==> src/rtl/eth_hdr_strip_filter.sv <==
// Ethernet header filter/stripper: drops frames with the wrong dst MAC/EtherType, forwards payload realigned to byte 0.
// Latency: first payload beat is valid the cycle after the third input beat is accepted; FLUSH adds one cycle when the tail spills over.
// Backpressure: header/drop beats always accepted; payload beats stall on a full output slot; FLUSH holds input ready low.
module eth_hdr_strip_filter #(
    parameter logic [47:0] MAC_ADDR     = 48'h000A35000001,
    parameter logic [15:0] ETHERTYPE    = 16'h7400,
    parameter bit          ACCEPT_BCAST = 1'b1
) (
    input  logic        clk,
    input  logic        reset,
    input  logic [63:0] stream_in_DATA,
    input  logic [7:0]  stream_in_KEEP,
    input  logic        stream_in_LAST,
    input  logic        stream_in_VALID,
    output logic        stream_in_READY,
    output logic [63:0] stream_out_DATA,
    output logic [7:0]  stream_out_KEEP,
    output logic        stream_out_LAST,
    output logic        stream_out_VALID,
    input  logic        stream_out_READY,
    output logic [31:0] frames_passed,
    output logic [31:0] frames_dropped
);

    typedef enum logic [2:0] {HDR0, HDR1, PAYLOAD, FLUSH, DROP} state_t;

    state_t      state;
    state_t      state_nxt;
    logic        mac_ok;
    logic [15:0] prev_data;
    logic [1:0]  prev_keep;

    logic        slot_free;
    logic        accept;
    logic [47:0] dst_mac;
    logic [15:0] ether_type;
    logic        latch_mac;
    logic        load_hdr_tail;
    logic        load_pay;
    logic        load_flush;
    logic        inc_pass;
    logic        inc_drop;

    // Wire byte 0 is the MSB of the MAC address, so reverse the byte order.
    assign dst_mac    = {stream_in_DATA[7:0],   stream_in_DATA[15:8],  stream_in_DATA[23:16],
                         stream_in_DATA[31:24], stream_in_DATA[39:32], stream_in_DATA[47:40]};
    assign ether_type = {stream_in_DATA[39:32], stream_in_DATA[47:40]};
    assign slot_free  = !stream_out_VALID || stream_out_READY;
    assign accept     = stream_in_VALID && stream_in_READY;

    always_comb begin
        stream_in_READY = 1'b0;
        case (state)
            HDR0, HDR1, DROP: stream_in_READY = 1'b1;
            PAYLOAD:          stream_in_READY = slot_free;
            default:          stream_in_READY = 1'b0;
        endcase
        if (reset) begin
            stream_in_READY = 1'b0;
        end
    end

    always_comb begin
        state_nxt     = state;
        latch_mac     = 1'b0;
        load_hdr_tail = 1'b0;
        load_pay      = 1'b0;
        load_flush    = 1'b0;
        inc_pass      = 1'b0;
        inc_drop      = 1'b0;
        case (state)
            HDR0: begin
                if (accept) begin
                    if (stream_in_LAST) begin
                        inc_drop = 1'b1;
                    end else begin
                        latch_mac = 1'b1;
                        state_nxt = HDR1;
                    end
                end
            end
            HDR1: begin
                if (accept) begin
                    if (stream_in_LAST) begin
                        inc_drop  = 1'b1;
                        state_nxt = HDR0;
                    end else if (mac_ok && (ether_type == ETHERTYPE)) begin
                        load_hdr_tail = 1'b1;
                        state_nxt     = PAYLOAD;
                    end else begin
                        state_nxt = DROP;
                    end
                end
            end
            PAYLOAD: begin
                if (accept) begin
                    load_pay = 1'b1;
                    if (stream_in_LAST) begin
                        if (stream_in_KEEP[7:6] == 2'b00) begin
                            inc_pass  = 1'b1;
                            state_nxt = HDR0;
                        end else begin
                            state_nxt = FLUSH;
                        end
                    end
                end
            end
            FLUSH: begin
                if (slot_free) begin
                    load_flush = 1'b1;
                    inc_pass   = 1'b1;
                    state_nxt  = HDR0;
                end
            end
            DROP: begin
                if (accept && stream_in_LAST) begin
                    inc_drop  = 1'b1;
                    state_nxt = HDR0;
                end
            end
            default: state_nxt = HDR0;
        endcase
    end

    always_ff @(posedge clk) begin
        if (reset) begin
            state            <= HDR0;
            mac_ok           <= 1'b0;
            prev_data        <= 16'h0;
            prev_keep        <= 2'b00;
            stream_out_DATA  <= 64'h0;
            stream_out_KEEP  <= 8'h0;
            stream_out_LAST  <= 1'b0;
            stream_out_VALID <= 1'b0;
            frames_passed    <= 32'h0;
            frames_dropped   <= 32'h0;
        end else begin
            state <= state_nxt;
            if (latch_mac) begin
                mac_ok <= (dst_mac == MAC_ADDR) || (ACCEPT_BCAST && (dst_mac == 48'hFFFF_FFFF_FFFF));
            end
            if (load_hdr_tail) begin
                prev_data <= stream_in_DATA[63:48];
                prev_keep <= 2'b11;
            end
            // Each payload beat carries the two bytes held back from the previous beat in its low lanes.
            if (load_pay) begin
                stream_out_DATA  <= {stream_in_DATA[47:0], prev_data};
                stream_out_KEEP  <= {stream_in_KEEP[5:0], prev_keep};
                stream_out_LAST  <= stream_in_LAST && (stream_in_KEEP[7:6] == 2'b00);
                stream_out_VALID <= 1'b1;
                prev_data        <= stream_in_DATA[63:48];
                prev_keep        <= stream_in_KEEP[7:6];
            end else if (load_flush) begin
                stream_out_DATA  <= {48'h0, prev_data};
                stream_out_KEEP  <= {6'h0, prev_keep};
                stream_out_LAST  <= 1'b1;
                stream_out_VALID <= 1'b1;
            end else if (stream_out_VALID && stream_out_READY) begin
                stream_out_VALID <= 1'b0;
            end
            if (inc_pass) begin
                frames_passed <= frames_passed + 32'd1;
            end
            if (inc_drop) begin
                frames_dropped <= frames_dropped + 32'd1;
            end
        end
    end

endmodule

==> config.mk <==
export PLATFORM = sky130hd
export DESIGN_NAME = eth_hdr_strip_filter
export DESIGN_NICKNAME = d
export VERILOG_FILES = /design/src/rtl/eth_hdr_strip_filter.sv
export SDC_FILE = /design/constraint.sdc
export NUM_CORES = 1
export LEC_CHECK = 0
export ABC_AREA = 0
export CORE_ASPECT_RATIO = 1.5
export CORE_MARGIN = 4
export CORE_UTILIZATION = 49
export CTS_BUF_LIST = sky130_fd_sc_hd__clkbuf_8
export DETAILED_ROUTE_END_ITERATION = 8
export PLACE_DENSITY = 0.85
export SKIP_LAST_GASP = 1
export SYNTH_ARGS = -nofsm -noshare
export SYNTH_HDL_FRONTEND = slang
export SYNTH_SLANG_ARGS = --single-unit
==> constraint.sdc <==
create_clock -name clk -period 2.9 [get_ports clk]
set_clock_uncertainty 0.1 [all_clocks]
set_input_delay 0.58 -clock clk [delete_from_list [all_inputs] [get_ports clk]]
set_output_delay 0.58 -clock clk [all_outputs]
set_load 0.03 [all_outputs]
# Word level (Yosys, flattened, before mapping)
# Cells that the tools add are included.
# totals
ff_bits,160
in_bits,77
# classes
addsub,2
n_eq_ne,14
muxes,45
reduce_logical,16
# op_table
op,n
$mux W64,2
$add A32 B1 Y32 const B,2
$eq A48 B36 Y1 const B,1
$eq A48 B48 Y1 const B,1
$mux W16,2
$mux W3,9
$mux W1,23
$eq A16 B15 Y1 const B,1
$mux W8,2
$pmux W3 S5,1
$ne A2 B2 Y1 const B,7
$reduce_and A7 Y1,1
$eq A3 B2 Y1 const B,2
$mux W2,3
$pmux W1 S2,3
$logic_and A1 B1 Y1,5
$reduce_bool A2 Y1,2
$eq A3 B1 Y1 const B,1
$eq A3 B3 Y1 const B,1
$logic_not A3 Y1,1
$reduce_bool A3 Y1,1
$reduce_or A3 Y1,1
$logic_not A2 Y1,1
$logic_or A1 B1 Y1,2
2 further kinds,2

# Depth between registers and ports, before layout
# depth
ltp_word,9
depth_mapped,8
depth_no_buf,5

# Least setup slack after synthesis
# No wires, ideal clock.
# synth_timing
path_type,in2out
from,input port reset
to,output port stream_in_READY
arrival_time_ns,1.668
required_time_ns,2.220
path_slack_ns,0.552
stages,4
path_cell_list,clkbuf_1 > buf_1 > clkbuf_1 > a21oi_1
# synth_between
elab_chain_cells,1
# synth_rtl
element,line,text
from (decl),10,"input logic reset,"
$mux W1,58,if (reset) begin
to (decl),15,"output logic stream_in_READY,"
# No other way between the ends.

# Worst setup path after layout
# layout_timing
from,input port stream_out_READY
to,output port stream_in_READY
# layout_between
elab_chain_cells,3
# layout_rtl
element,line,text
from (decl),20,"input logic stream_out_READY,"
$logic_or A1 B1 Y1,48,assign slot_free = !stream_out_VALID || stream_out_READY;
$pmux W1 S2,53,case (state)
$mux W1,58,
# No other way between the ends.

==> reports/metrics.yaml <==
yosys:
  yosysTopAreaCell: "dfxtp_1"
  synth_flop_cell: "dfxtp_1"
  synth.distinct_cells: 55
  syn_nets: 928
  synth_area_leaders: "dfxtp_1 45%, a22oi_1 7.4%, nor2_1 6.0%"
  syn_avg_cell_area_um2: 8.34
  syn_area_mm2: 0.00708
  netlist.area_leader.share_pct: 45.2
  synthArstFlopShare_pct: 0
  synth_cells: 849
  yosys_register_bits: 160
  synth_edf_count: 0
  yosys_warnings: 0
  seq_area_frac_synth_pct: 45.2
clock_tree:
  clock_sinks: 160
  clk_latency_ns: 0.45
  cts_hold_buf: 0
  cts_root_buffer: "clkbuf_8"
  cts.htree.levels: 4
  clk_pin_slew_ns: 0.08
  cts_tree: "built"
  clock_path_buffers: 2
  numCtsBuffers: 17
sta:
  fmaxAchievable_mhz: 405
  hold_violations: 0
  finalCriticalPeriod_ns: 2.47
  final_max_slew_viol_count: 0
  worstMarginPinSlew_ns: 1.14
  period_share_pct: 85.1
  rsz0062_at_grt: "no"
  finalSetupViolations: 0
  tns_ns: 0
  max_slew_margin_pct: 23.9
power:
  peakVddDrop_v: 0.000278
  p_sw_share_pct: 23.8
  p_per_area_mw_per_mm2: 402
  p_switching_uw: 941
  p_leak_uw: 0.00334
  seq_power_share_pct: 55.7
  pwr-share-clk_pct: 37.6
  combPwrFrac_pct: 6.7
  p_int_uw: 3010
placement:
  dp_cells: 1225
  placed_cell_area_mm2: 0.00949
  hpwl_um: 14900
  numPortBuffers: 215
  routabilityCongestion: 0.839
global_route:
  antenna_found_initial: 0
  grt_max_degree: 61
  grt_overflow: 0
  track_usage_pct: 24.8
  grt_pass1_vias: 6759
  grt_pass1_wl_um: 33400
finish:
  design_area_mm2: 0.00984
  final_common_cell: "clkdlybuf4s50_1"
  diodes: 0
  fill_cells: 1150
  post-route-util_pct: 69.7
  final_cells: 1255
  area_growth_pct: 39.0
  drive_gt1_share_pct: 6.77
  nets: 1131
  mostFrequentLayoutCells: "213 x clkdlybuf4s50_1, 160 x dfxtp_1, 114 x nor2_1"
setup_path:
  slowest_delay_ns: 0.47
  startpoint_type: "primary input"
  slowest_stage: "clkdlybuf4s50_1"
  worstPathRequired_ns: 2.22
  critPathArrivalTime_ns: 1.79
  crit_type: "in -> out"
  critical_path.cell_chain: "clkdlybuf4s50_1 -> nor2b_1 -> o21ai_0 -> nand2_1 -> a21oi_1 -> dlymetal6s2s_1"
  critPathCaptureType: "output pin"
  cp_max_fo: 2
drt:
  route.detailed.drc: 0
  vias: 7042
  routed_via_density: 5.61
  dr.first_iter.drc_count: 390
  drtPass1Iterations: 5
  wl_met2_um: 10700
  drt-met1-wl_um: 7990
  wl_um: 20700
  antenna_left: 0
  wl_per_cell_um: 16.5
  wl_met3_um: 1340
  routed.top_layer: "met4"
die:
  core_area_mm2: 0.0141
  ioPinCount: 216
  die_w_um: 106
  start_util_pct: 50.1
  die_y_um: 155
  row_count: 53
  die_area_mm2: 0.0165
status:
  run_status: "completed"
run:
  drv_cap: 0
min_path:
  min_path_type: "reg -> reg"
## Yosys cell counts (all sizes together), types with 2 or more instances
| cell type | n |
|---|---|
| dfxtp | 160 |
| nor2 | 114 |
| nand2 | 83 |
| a22oi | 70 |
| nand3 | 59 |
| clkbuf | 46 |
| a21oi | 42 |
| nand4 | 34 |
| xor2 | 23 |
| nor4 | 22 |
| xnor2 | 22 |
| nor2b | 21 |
| nor3 | 18 |
| nor3b | 17 |
| and4 | 15 |
| or3 | 15 |
| o21ai | 13 |
| buf | 12 |
| and3 | 11 |
| inv | 8 |
| nand2b | 5 |
| nor4b | 4 |
| a21o | 3 |
| and2 | 3 |
| mux2 | 3 |
| or2 | 3 |
| ha | 2 |
| o311ai | 2 |
| or4 | 2 |
## final timing paths
check | slack (ns) | depth (start not counted) | to | startpoint
max | 0.43 | 6 | stream_in_READY | stream_out_READY
max reg2reg | 0.62 | 5 | frames_dropped[28] | frames_dropped[10]
min | 0.35 | 2 | stream_out_DATA[11] | prev_data[11]
min reg2reg | 0.35 | 2 | stream_out_DATA[11] | prev_data[11]
## sequential cells by signal, indices dropped and copies added (netlist names)
register,count
stream_out_DATA,64
frames_dropped,32
stream_out_KEEP,8
prev_data,16
mac_ok,1
stream_out_VALID,1
state,3
prev_keep,2
stream_out_LAST,1
frames_passed,32
## logic make-up (layout without fill, tap and decap cells)
logic type | after synthesis | in the layout | synth area share (%)
AND/OR/NAND/NOR | 431 | 431 | 31.5
flip-flops | 160 | 160 | 45.2
AO/OA/AOI/OAI | 140 | 140 | 13.1
buffers and inverters | 67 | 281 | 3.66
XOR/XNOR | 45 | 45 | 5.57
multiplexers | 4 | 4 | 0.619
adder cells (fa/ha/maj) | 2 | 2 | 0.353
## through the flow
stage,power (µW),setup WS (ns),hold WS [ns]
2_1_floorplan,2350,0.552,0.327
3_3_place_gp,2510,0.0972,0.336
3_5_place_dp,2520,0.0727,0.342
4_1_cts,3990,0.0596,0.350
5_1_grt,4100,0.310,0.347
6_report,3950,0.433,0.353
## critical path, delay by kind of cell
kind                   cells  cell delay [ns]
buffers and inverters      2             0.78
AOI/OAI and AO/OA          2             0.29
and+or+nand+nor            2             0.14
## timing repair
item | CTS | global route
setup buffers | 0 | 0
setup endpoints to repair | 0 | 1
gates resized for setup | 0 | 1
## per-layer routing
layer | vias up | track usage (%)
met1 | 3322 | 28.8
met4 | 0 | 10.8
met2 | 237 | 42.5
met5 | - | 0
met3 | 47 | 7.10
li1 | 3436 | -
## power groups by stage
stage	clock, µW	sequential (µW)	combinational (µW)
2_1_floorplan	0	2250	100
4_1_cts	1520	2200	264
6_report	1490	2200	264
3_3_place_gp	0	2250	261
3_5_place_dp	0	2250	263
5_1_grt	1610	2200	283
## cell type report
cell class	count	area, µm²	share of cell area [%]
inverter	9	33.8	0.343
clock buffer	18	248	2.52
timing repair buffer	242	2390	24.3
tap	192	240	2.44
sequential	160	3200	32.6
multi-input combinational	622	3620	36.8
clock inverter	12	97.6	0.992
No activity file was read; power rests on OpenSTA's default activity.
